File: src/rtl/fifo_ctrl_pkg.sv
// Shared definitions for the FIFO controller: FSM state encoding and the
// RAM geometry defaults used by fifo_ctrl, memoria and the benches.
package fifo_ctrl_pkg;

    localparam int RAM_WIDTH_DEF = 10;
    localparam int RAM_DEPTH_DEF = 8;
    localparam int ADDR_SIZE_DEF = 3;

    typedef enum logic [2:0] {
        ST_RESET  = 3'd0,
        ST_INIT   = 3'd1,
        ST_IDLE   = 3'd2,
        ST_ACTIVE = 3'd3,
        ST_ERROR  = 3'd4
    } state_t;

endpackage

File: src/rtl/fifo_flags.sv
// Combinational flag decode from the occupancy count and latched thresholds.
// Ports:
//   count                 occupancy, ADDR_SIZE+1 bits
//   af_th / ae_th         latched almost-full / almost-empty thresholds
//   full / empty          count == RAM_DEPTH / count == 0
//   almost_full           count >= af_th (never while empty)
//   almost_empty          count <= ae_th
module fifo_flags
    import fifo_ctrl_pkg::*;
#(
    parameter int RAM_DEPTH = RAM_DEPTH_DEF,
    parameter int ADDR_SIZE = ADDR_SIZE_DEF
) (
    input  logic [ADDR_SIZE:0] count,
    input  logic [ADDR_SIZE:0] af_th,
    input  logic [ADDR_SIZE:0] ae_th,
    output logic               full,
    output logic               empty,
    output logic               almost_full,
    output logic               almost_empty
);

    always_comb begin
        full         = (count == (ADDR_SIZE+1)'(RAM_DEPTH));
        empty        = (count == '0);
        // Thresholds reset to 0; an empty FIFO is never reported as almost
        // full, which keeps almost_full low out of reset.
        almost_full  = !empty && (count >= af_th);
        almost_empty = (count <= ae_th);
    end

endmodule

File: src/rtl/fifo_ctrl.sv
// FIFO control stage in front of the memoria RAM. Converts push/pop into
// memory write/read enables and addresses, forwards read data with a valid
// strobe, keeps the occupancy count and status flags, detects over/underflow.
// Ports:
//   clk, rst (async, active-low), init (flush + latch thresholds)
//   almost_full_th / almost_empty_th   thresholds, latched in INIT
//   push, push_data, pop               request handshake
//   pop_data, pop_valid                read data (registered RAM, 1-cycle)
//   mem_*                              memoria write/read port
//   full, empty, almost_full, almost_empty, error (sticky)
//   fifo_count                         occupancy, only with FIFO_COUNT_EN
// Optional feature macro: FIFO_COUNT_EN
module fifo_ctrl
    import fifo_ctrl_pkg::*;
#(
    parameter int RAM_WIDTH = RAM_WIDTH_DEF,
    parameter int RAM_DEPTH = RAM_DEPTH_DEF,
    parameter int ADDR_SIZE = ADDR_SIZE_DEF
) (
    input  logic                 clk,
    input  logic                 rst,
    input  logic                 init,
    input  logic [ADDR_SIZE:0]   almost_full_th,
    input  logic [ADDR_SIZE:0]   almost_empty_th,
    input  logic                 push,
    input  logic [RAM_WIDTH-1:0] push_data,
    input  logic                 pop,
    output logic [RAM_WIDTH-1:0] pop_data,
    output logic                 pop_valid,
    output logic [RAM_WIDTH-1:0] mem_data_in,
    output logic                 mem_wr_enb,
    output logic [ADDR_SIZE-1:0] mem_wr_addr,
    output logic                 mem_rd_enb,
    output logic [ADDR_SIZE-1:0] mem_rd_addr,
    input  logic [RAM_WIDTH-1:0] mem_data_out,
    output logic                 full,
    output logic                 empty,
    output logic                 almost_full,
    output logic                 almost_empty,
    output logic                 error
`ifdef FIFO_COUNT_EN
    ,
    output logic [ADDR_SIZE:0]   fifo_count
`endif
);

    state_t               state, state_nxt;
    logic [ADDR_SIZE-1:0] wr_ptr, rd_ptr;
    logic [ADDR_SIZE:0]   count, af_th, ae_th;
    logic                 running, push_ok, pop_ok, overflow, underflow;

    // Requests are only honoured in IDLE/ACTIVE, and init overrides them.
    always_comb begin
        running   = ((state == ST_IDLE) || (state == ST_ACTIVE)) && !init;
        underflow = running && pop && empty;
        overflow  = running && push && full && !pop;
        pop_ok    = running && pop && !empty;
        // An underflowing cycle accepts neither side.
        push_ok   = running && push && !underflow && (!full || pop_ok);
    end

    always_comb begin
        state_nxt = state;
        unique case (state)
            ST_RESET: state_nxt = ST_INIT;
            ST_INIT:  if (!init) state_nxt = ST_IDLE;
            ST_IDLE, ST_ACTIVE: begin
                if (init)
                    state_nxt = ST_INIT;
                else if (overflow || underflow)
                    state_nxt = ST_ERROR;
                else if (state == ST_IDLE && push_ok)
                    state_nxt = ST_ACTIVE;
                else if (state == ST_ACTIVE && pop_ok && !push_ok && count == 1)
                    state_nxt = ST_IDLE;
            end
            ST_ERROR: if (init) state_nxt = ST_INIT;
            default:  state_nxt = ST_RESET;
        endcase
    end

    always_ff @(posedge clk or negedge rst) begin
        if (!rst) begin
            state     <= ST_RESET;
            wr_ptr    <= '0;
            rd_ptr    <= '0;
            count     <= '0;
            af_th     <= '0;
            ae_th     <= '0;
            pop_valid <= 1'b0;
            error     <= 1'b0;
        end else begin
            state     <= state_nxt;
            pop_valid <= pop_ok;
            if (state == ST_INIT) begin
                wr_ptr <= '0;
                rd_ptr <= '0;
                count  <= '0;
                af_th  <= almost_full_th;
                ae_th  <= almost_empty_th;
                error  <= 1'b0;
            end else begin
                // Depth is a power of two, so pointers wrap naturally.
                if (push_ok) wr_ptr <= wr_ptr + 1'b1;
                if (pop_ok)  rd_ptr <= rd_ptr + 1'b1;
                if (push_ok && !pop_ok)      count <= count + 1'b1;
                else if (pop_ok && !push_ok) count <= count - 1'b1;
                if (overflow || underflow) error <= 1'b1;
            end
        end
    end

    assign mem_data_in = push_data;
    assign mem_wr_enb  = push_ok;
    assign mem_wr_addr = wr_ptr;
    assign mem_rd_enb  = pop_ok;
    assign mem_rd_addr = rd_ptr;
    assign pop_data    = mem_data_out;

`ifdef FIFO_COUNT_EN
    assign fifo_count = count;
`endif

    fifo_flags #(
        .RAM_DEPTH (RAM_DEPTH),
        .ADDR_SIZE (ADDR_SIZE)
    ) u_flags (
        .count        (count),
        .af_th        (af_th),
        .ae_th        (ae_th),
        .full         (full),
        .empty        (empty),
        .almost_full  (almost_full),
        .almost_empty (almost_empty)
    );

endmodule

File: config.mk
export PLATFORM = sky130hd
export DESIGN_NAME = fifo_ctrl
export DESIGN_NICKNAME = d
export VERILOG_FILES = /design/src/rtl/fifo_ctrl_pkg.sv /design/src/rtl/fifo_flags.sv /design/src/rtl/fifo_ctrl.sv
export SDC_FILE = /design/constraint.sdc
export NUM_CORES = 1
export LEC_CHECK = 0
export CAP_MARGIN = 20
export CORE_ASPECT_RATIO = 0.7
export CORE_MARGIN = 10
export CORE_UTILIZATION = 60
export CTS_BUF_LIST = sky130_fd_sc_hd__clkbuf_16
export DETAILED_ROUTE_END_ITERATION = 10
export DONT_BUFFER_PORTS = 1
export GPL_ROUTABILITY_DRIVEN = 0
export PLACE_DENSITY = 0.74
export SLEW_MARGIN = 20
export SYNTH_ARGS = -nofsm -noshare
export SYNTH_HDL_FRONTEND = slang
export SYNTH_SLANG_ARGS = --single-unit
File: constraint.sdc
create_clock -name clk -period 2.4 [get_ports clk]
set_clock_uncertainty 0.15 [all_clocks]
set_input_delay 0.12 -clock clk [delete_from_list [all_inputs] [get_ports clk]]
set_output_delay 0.12 -clock clk [all_outputs]
set_load 0.01 [all_outputs]
==> summary.md <==
| Metric | Value |
|---|---|
| Worst rel slew slack | `65.9%` |
| Clock Latency Late Sink | `0.26 ns` |
| #FFs+latches synth | `23` |
| CTS tree | `done` |
| Die width | `79.7 um` |
| Clk slew on worst S/H paths | `0.06 ns` |
| CP required | `2.42 ns` |
| Syn Inst Count | `158` |
| Sequential area share after synthesis | `38.5%` |
| WL/cell | `16.9 um` |
| Commonest non-fill, non-tap cell in the layout | `dfrtp_1` |
| Share of cells above drive strength 1 | `8.61%` |
| Post-CTS Resized | `0` |
| Mean area per synthesized cell | `9.47 um^2` |
| Synth warnings | `0` |
| Largest net degree at the start of global routing | `24` |
| Final Hold Fails | `0` |
| CTS sink count | `23` |
| Worst Tran Pin Value | `0.511 ns` |
| CP max stage delay | `0.45 ns` |
| Hold Path Class | `primary input to register` |
| DRT Wirelength | `3120 um` |
| Cell area after synthesis | `1500 um^2` |
| Total gr overflow | `0` |
| PD cells | `882 nW/um^2` |
| CP Capture Type | `register` |
| Vias per cell | `5.75` |
| Slew Viols, Final | `0` |
| Final ANT Viol Nets | `0` |
| FMAX | `470 MHz` |
| Vias | `1,064` |
| Root Driver | `clkbuf_16` |
| Port bufs | `0` |
| CP startpoint kind | `register` |
| Peak supply drop | `0.000631 V` |
| Final core occ | `64.6%` |
| Worst-path fanout max | `6` |
| Maxcap violations | `0` |
| Simple-Gate Fraction of Synth Area | `17.6%` |
| Final WS setup | `0.271 ns` |
| GR Util All Layers | `13.2%` |
| Largest family of logic cells by synthesized area | `simple AND/OR/NAND/NOR gates` |
| WP buf/inv | `1` |
| Final setup vio count | `0` |
| Sequential Area | `576 um^2` |
| Status | `finished clean` |
| Arrival @ worst endpoint | `2.15 ns` |
| Synth Area in XOR/XNOR | `1.76%` |
| Initial antenna violation count | `0` |
| Core area | `2420 um^2` |
| Crit path cell chain | `inv_1 > ha_1 > or3b_4 > and3_4 > mux2_4 > o31ai_2` |
| CP top delay family | `simple AND/OR/NAND/NOR gates` |
| Die area | `4920 um^2` |
| Initial core utilization | `61.8%` |
| Multi-input gate area | `696 um^2` |
| WS Path Type | `register to register` |
| First-pass detailed-route iteration total | `4` |
| Dpl ws | `0.280 ns` |
| Synth Area in Adders | `10.9%` |
| Area growth from synthesis to layout | `4.52%` |
| Setup TNS | `0 ns` |
| Crit share post-route | `88.7%` |
| Syn Nets | `204` |
| RSZ-0062 raised after global routing | `no` |
| Max Buffers Root-to-Sink | `2` |
| Rows | `15` |
| CP max-delay cell | `dfrtp_1` |
| Most frequent cells in the layout | `dfrtp_1, nand2_1, ha_1, inv_1` |
| Fill cells | `180` |
| Io pins | `67` |
| First-pass GRT wire length | `5110 um` |
| Final Critical Period | `2.13 ns` |
| Tightest hold margin | `0.0273 ns` |
| Yosys cell types | `37` |
| Final #Nets | `198` |
| Post-CTS Setup Bufs | `0` |
| H-tree depth | `1` |
| Final HPWL DP | `2320 um` |
| Mux cell area share after synthesis | `5.02%` |
| Num CTS Buffers | `3` |
| Leakage power | `0.000776 uW` |
| Vias in the first global route | `1,115` |
| Die height | `61.8 um` |
| Iter 0 DRT Violations | `68` |
| DRC | `0` |
| Total power | `1380 uW` |
| Diodes inserted | `0` |
| Post-synthesis compound-gate area fraction | `11.2%` |
==> worst register-to-register path, cell delays in order, from the launching register on <==
cell	delay (ns)
dfrtp_1	0.45
inv_1	0.16
ha_1	0.23
or3b_4	0.43
and3_4	0.19
mux2_4	0.26
o31ai_2	0.17
==> routing by layer <==
metal  share of wire (%)  vias up  track usage, %
met5                   0        -               0
met4                 3.0        0            6.11
met3                 8.2       22            4.89
met2                  48       35            23.4
met1                  40      507            13.9
li1                    -      500               -
==> kinds of logic (layout without fill, tap and decap cells) <==
logic type	Yosys count	count (layout)
DFF	23	23
muxes	7	7
adders and majority gates	13	13
buffers and inverters	36	29
xor gates and xnor gates	3	3
AOI/OAI and AO/OA	26	26
and+or+nand+nor	50	50
==> power breakdown <==
group          total [uW]  internal (uW)  switching (uW)
sequential            544            479            64.8
combinational         464            189             275
clock                 372            226             146
==> timing repair <==
item,CTS,global route
setup endpoints to repair,0,0
endpoints found under the hold margin,36,23
hold buffers,11,1
==> cell usage after synthesis <==
cell	n	area [um^2]
a21oi_1	4	20.0
and2_1	1	6.26
nand3_1	3	15.0
nand2b_1	2	12.5
nand4b_1	1	8.76
xnor2_1	2	17.5
nand4_1	2	12.5
buf_6	2	22.5
o221ai_1	1	8.76
ha_1	13	163
clkbuf_1	2	7.51
nor3_1	1	5.00
dfrtp_1	23	576
nand2_1	18	67.6
xor2_1	1	8.76
and3b_1	1	8.76
nand3b_1	1	7.51
o31ai_2	1	12.5
o211a_1	1	10.0
buf_4	20	150
a21boi_0	1	7.51
and4bb_2	1	12.5
a2111oi_0	1	8.76
mux2_4	1	15.0
and3_4	1	11.3
o31ai_1	1	7.51
nor2b_1	3	18.8
a22oi_1	3	22.5
or2_2	1	6.26
o21a_1	2	15.0
nor2_1	11	41.3
or3b_4	1	11.3
nor3b_2	1	12.5
mux2i_1	6	60.1
and3_1	1	6.26
o21ai_0	11	55.1
inv_1	12	45.0
==> cell type report <==
type	count	area share, %
Inverter	12	2.88
Sequential cell	23	36.8
Tap cell	34	2.72
Timing Repair Buffer	13	7.84
Multi-Input combinational cell	99	44.5
Clock buffer	3	4.80
Clock inverter	1	0.480
==> state kept, by name, summed over array words and instances (netlist names) <==
signal / count
ae_th: 4
af_th: 4
count: 4
error: 1
mem_rd_addr: 3
mem_wr_addr: 3
pop_valid: 1
state: 3
==> path summary, 6_finish.rpt <==
path	startpoint	cells past startpoint	to	slack, ns
min in group asynchronous	rst	2	count[0]$_DFFE_PN0P_	0.25
hold / removal	push	4	state[0]$_DFFE_PN0P_	0.03
setup / recovery	count[0]$_DFFE_PN0P_	6	count[1]$_DFFE_PN0P_	0.27
setup reg to reg	count[0]$_DFFE_PN0P_	6	count[1]$_DFFE_PN0P_	0.27
hold reg to reg	af_th[0]$_DFFE_PN0P_	2	af_th[0]$_DFFE_PN0P_	0.35
max in group asynchronous	rst	2	af_th[3]$_DFFE_PN0P_	1.51
==> through the flow <==
stage	area [um^2]	instances
after CTS	1560	184
final	1560	185
after detailed placement	1370	169
after global placement	1370	169
after global routing	1560	185
after floorplan	1500	158
(Power assumes the default switching activity.)
